$ cat src/rtl/dmem_bridge.sv
// rtl/dmem_bridge.sv - M-stage single-cycle data access to req/addr_ok/data_ok bus bridge
//
// Purpose: turns the datapath's M-stage load/store into a request/addr_ok/data_ok
// bus transaction with one access outstanding. Freezes the pipeline (stall_o) while
// the access is in flight and holds the returned load word until the pipeline advances.
//
// Ports:
//   clk, rst                  clock, asynchronous active-low reset
//   mem_en_i / mem_wr_i       access valid / store (1) or load (0)
//   mem_wen_i / mem_size_i    store byte enables / load size (0=B, 1=H, 2=W)
//   mem_addr_i / mem_wdata_i  byte address / lane-aligned store data
//   mem_rdata_o               raw load word to the datapath
//   stall_o / pipe_stall_i    freeze request to F..M / stall from other sources
//   data_req .. data_wdata    bus request side
//   data_addr_ok, data_data_ok, data_rdata  bus acceptance and response
module dmem_bridge #(
    parameter int AW = 32,
    parameter int DW = 32
) (
    input  logic          clk,
    input  logic          rst,
    input  logic          mem_en_i,
    input  logic          mem_wr_i,
    input  logic [3:0]    mem_wen_i,
    input  logic [1:0]    mem_size_i,
    input  logic [AW-1:0] mem_addr_i,
    input  logic [DW-1:0] mem_wdata_i,
    output logic [DW-1:0] mem_rdata_o,
    output logic          stall_o,
    input  logic          pipe_stall_i,
    output logic          data_req,
    output logic          data_wr,
    output logic [1:0]    data_size,
    output logic [AW-1:0] data_addr,
    output logic [DW-1:0] data_wdata,
    input  logic          data_addr_ok,
    input  logic          data_data_ok,
    input  logic [DW-1:0] data_rdata
);

    typedef enum logic [1:0] {
        S_IDLE = 2'd0,
        S_REQ  = 2'd1,
        S_WAIT = 2'd2,
        S_DONE = 2'd3
    } state_t;

    state_t        state_q;
    state_t        state_d;
    logic [DW-1:0] rdata_buf_q;
    logic [DW-1:0] rdata_buf_d;
    logic          req_raw;
    logic          resp_hit;
    logic [1:0]    store_size;

    // Response is only meaningful while waiting; data_ok elsewhere is ignored.
    assign resp_hit = (state_q == S_WAIT) && data_data_ok;

    always_ff @(posedge clk or negedge rst) begin
        if (!rst) begin
            state_q     <= S_IDLE;
            rdata_buf_q <= '0;
        end else begin
            state_q     <= state_d;
            rdata_buf_q <= rdata_buf_d;
        end
    end

    always_comb begin
        state_d     = state_q;
        req_raw     = 1'b0;
        rdata_buf_d = rdata_buf_q;
        if (resp_hit) begin
            rdata_buf_d = data_rdata;
        end
        case (state_q)
            S_IDLE: begin
                req_raw = mem_en_i;
                if (mem_en_i) begin
                    state_d = data_addr_ok ? S_WAIT : S_REQ;
                end
            end
            S_REQ: begin
                // Completed even if mem_en_i drops; the pipeline is frozen here.
                req_raw = 1'b1;
                if (data_addr_ok) begin
                    state_d = S_WAIT;
                end
            end
            S_WAIT: begin
                if (data_data_ok) begin
                    state_d = pipe_stall_i ? S_DONE : S_IDLE;
                end
            end
            S_DONE: begin
                // Access finished but pipeline held elsewhere; keep the word, issue nothing.
                if (!pipe_stall_i) begin
                    state_d = S_IDLE;
                end
            end
            default: state_d = S_IDLE;
        endcase
    end

    // Store size follows the byte-enable pattern; irregular patterns fall back to a word.
    always_comb begin
        store_size = 2'd2;
        case (mem_wen_i)
            4'b1111:                            store_size = 2'd2;
            4'b0011, 4'b1100:                   store_size = 2'd1;
            4'b0001, 4'b0010, 4'b0100, 4'b1000: store_size = 2'd0;
            default:                            store_size = 2'd2;
        endcase
    end

    // Request and stall are forced low while reset is held so the bus and
    // pipeline see a quiet bridge immediately, not only after the next edge.
    assign data_req    = rst & req_raw;
    assign stall_o     = rst & mem_en_i & (state_q != S_DONE) & ~resp_hit;
    assign data_wr     = mem_wr_i;
    assign data_size   = mem_wr_i ? store_size : mem_size_i;
    assign data_addr   = mem_addr_i;
    assign data_wdata  = mem_wdata_i;
    assign mem_rdata_o = resp_hit ? data_rdata : rdata_buf_q;

endmodule
$ cat config.mk
export PLATFORM = sky130hd
export DESIGN_NAME = dmem_bridge
export DESIGN_NICKNAME = d
export VERILOG_FILES = /design/src/rtl/dmem_bridge.sv
export SDC_FILE = /design/constraint.sdc
export NUM_CORES = 1
export LEC_CHECK = 0
export CORE_UTILIZATION = 26
export DETAILED_ROUTE_END_ITERATION = 10
export GPL_TIMING_DRIVEN = 0
export PLACE_DENSITY = 0.78
export REMOVE_ABC_BUFFERS = 1
export SLEW_MARGIN = 20
export SYNTH_ARGS = -nofsm -noshare
export SYNTH_HDL_FRONTEND = slang
export SYNTH_SLANG_ARGS = --single-unit
$ cat constraint.sdc
create_clock -name clk -period 1.12 [get_ports clk]
set_input_delay 0.168 -clock clk [delete_from_list [all_inputs] [get_ports clk]]
set_output_delay 0.168 -clock clk [all_outputs]
set_load 0.01 [all_outputs]
==> reports/results.ini <==
[placed_design]
hpwl_um = 8400
portBuffers = 81
gp_congestion = 0.807

[outcome]
status = complete, but fails checks
violations = setup timing

[grt]
antenna_found_initial = 0
grt_max_degree = 20
grt_pass1_wl_um = 12800
grt_overflow = 0
grt_pass1_vias = 1382
track_usage = 0.263

[timing]
post-route-min-period_ps = 1830
clock.fmax_ghz = 0.546
setup_ws_ps = -710
relSlewSlack = 0.507
fin_skew_ps = 4.15
finalMaxSlewViolations = 0
finalCritPeriodShare = 1.63
hold_viol = 0
worst_slew_pin_slew_ps = 739
rsz0062_at_grt = yes
setup_viol = 66

[clock_network]
cts.htree.levels = 2
cts_tree = yes
worstSkewPairLatency_ps = 280
cts.reportedPaths.clkPinSlew_ps = 70
clock-sinks = 34
cts_buffer_depth = 2
numCtsBuffers = 5
root_buffer = clkbuf_8

[setup_path]
cp-start-kind = register
arrival_ps = 1660
r2r_cells = 5
cp-end-kind = primary output
reg2reg_to = rdata_buf_q[28]
path_max_fanout = 7
critical_path_class = register to primary output
crit_required_ps = 950
r2r-start = state_q[0]
rrSetupSlack_ps = -360

[floorplan]
core_area_um2 = 7290
dieHeight_um = 89.1
row_count = 31
dieWidth_um = 89.1
start_util = 0.270
io_pins = 210
die_area_um2 = 7940

[layout]
nFillCells = 706
layout.nets = 311
area_growth_syn_to_layout_pct = 48.3
drive_above_1_share = 0.567
post-route-util = 0.401
diodes = 0

[power]
power_density_nw_per_um2 = 2690
fin_total_pwr_mw = 7.85
power.static_leakage_nw = 1.43
netSwitchingPower_mw = 2.38
ir_drop_mv = 0.632
pwr-share-comb = 0.615
intPower_mw = 5.48
switching_share = 0.302
p_seq_frac = 0.262
pwr-share-clk = 0.122

[yosys]
syn_area_per_cell_um2 = 12.9
synth_top_area_share = 0.431
yosysTopAreaCell = dfrtp_1
yosys_warnings = 0
ys_ff_latch = 34
synthDistinctLibCells = 16
syn_inst = 153
yosysSeqAreaShare = 0.431
synth_area_um2 = 1970
yosys-top-cells-area = dfrtp_1, buf_4, mux2_4

[min_path]
hold_class = input pin to async pin

[detailed_routing]
wl_per_cell_um = 35.1
via_count = 1355
dr.pass1.iters = 4
wl_um = 10600
viasPerCell = 4.49
first_iter_violations = 20
drc_errors = 0
antenna_left = 0

[run]
max_cap_violations = 0

==> repair_timing <==
item                       in CTS  in global routing
hold endpoints to repair       15                  0
cloned                          3                  0
gates resized for setup       218                 21
setup endpoints to repair      69                 82
hold buffers                    2                  0
pin swaps                       6                  2
setup buffers                  20                  7
==> Yosys cell counts (all sizes together) <==
cell	number
buf	68
dfrtp	34
mux2	33
nor2	5
o21ai	4
a21oi	1
a31oi	1
and3	1
nand2	1
nand3b	1
nor3b	1
nor4bb	1
o32ai	1
xnor2	1
==> per-layer routing <==
metal | vias up | GRT usage | wire length, µm
met5 | - | 0.0455 | 41
met4 | 2 | 0.0823 | 246
met3 | 15 | 0.299 | 2680
met2 | 174 | 0.412 | 4730
met1 | 621 | 0.210 | 2900
li1 | 543 | - | -
==> state kept, by name, summed over array words and instances (netlist names) <==
| name | cells |
|---|---|
| rdata_buf_q | 32 |
| state_q | 2 |
==> how the worst max path moves through the flow <==
stage | cells after the start | slack (ps) | startpoint | to
finish | 5 | -710 | state_q[0] | mem_rdata_o[16]
CTS | 5 | -710 | state_q[0] | mem_rdata_o[25]
global route | 5 | -760 | state_q[0] | mem_rdata_o[16]
floorplan | 2 | -380 | state_q[0] | mem_rdata_o[0]
detailed placement | 4 | -1340 | data_data_ok | mem_rdata_o[4]
global placement | 3 | -1780 | rst | data_req
==> critical path, stage by stage (launching register included) <==
cell and delay [ps]:
dfrtp_2 420, buf_6 120, nand3b_4 200, buf_12 190
mux2_4 320, buf_6 130
==> placed cells by master, fill, tap and decap left out, types with 3 or more instances in the layout <==
master	count
clkdlybuf4s50_1	35
buf_4	6
dfrtp_1	32
dlygate4sd2_1	4
buf_6	51
buf_16	3
mux2_4	32
o21ai_0	4
nor2_1	3
clkbuf_8	6
buf_2	4
==> power groups by stage <==
stage	clock [mW]	combinational, mW	sequential, mW
detailed placement	0	3.50	2.08
floorplan	0	1.80	2.01
global placement	0	3.42	2.05
CTS	0.991	4.60	2.06
global route	1.05	5.11	2.12
finish	0.961	4.83	2.06
==> cell families after synthesis <==
group                     share of synthesized area
AOI/OAI and AO/OA                            0.0203
muxes                                         0.246
DFF                                           0.431
and+or+nand+nor                              0.0336
buffers and inverters                         0.265
xor gates and xnor gates                    0.00444
==> area by class of cell <==
| class | instances | area, µm² | area share |
|---|---|---|---|
| clock inverter | 1 | 5.00 | 0.00171 |
| clock buffer | 7 | 86.3 | 0.0295 |
| tap | 99 | 124 | 0.0424 |
| multi-input combinational | 52 | 662 | 0.226 |
| timing repair buffer | 109 | 1190 | 0.408 |
| sequential | 34 | 853 | 0.292 |
==> through the flow <==
stage | instance area (µm²) | setup slack (ps) | TNS (ps) | hold slack [ps] | instances
CTS | 2840 | -712 | -29790 | 336 | 299
detailed placement | 2410 | -1340 | -70950 | 148 | 266
global route | 2920 | -763 | -32060 | 291 | 302
finish | 2920 | -710 | -28820 | 213 | 302
floorplan | 1450 | -384 | -23480 | -128 | 85
global placement | 2380 | -1780 | -103970 | 336 | 265
No activity file was read; power rests on OpenSTA's default activity.
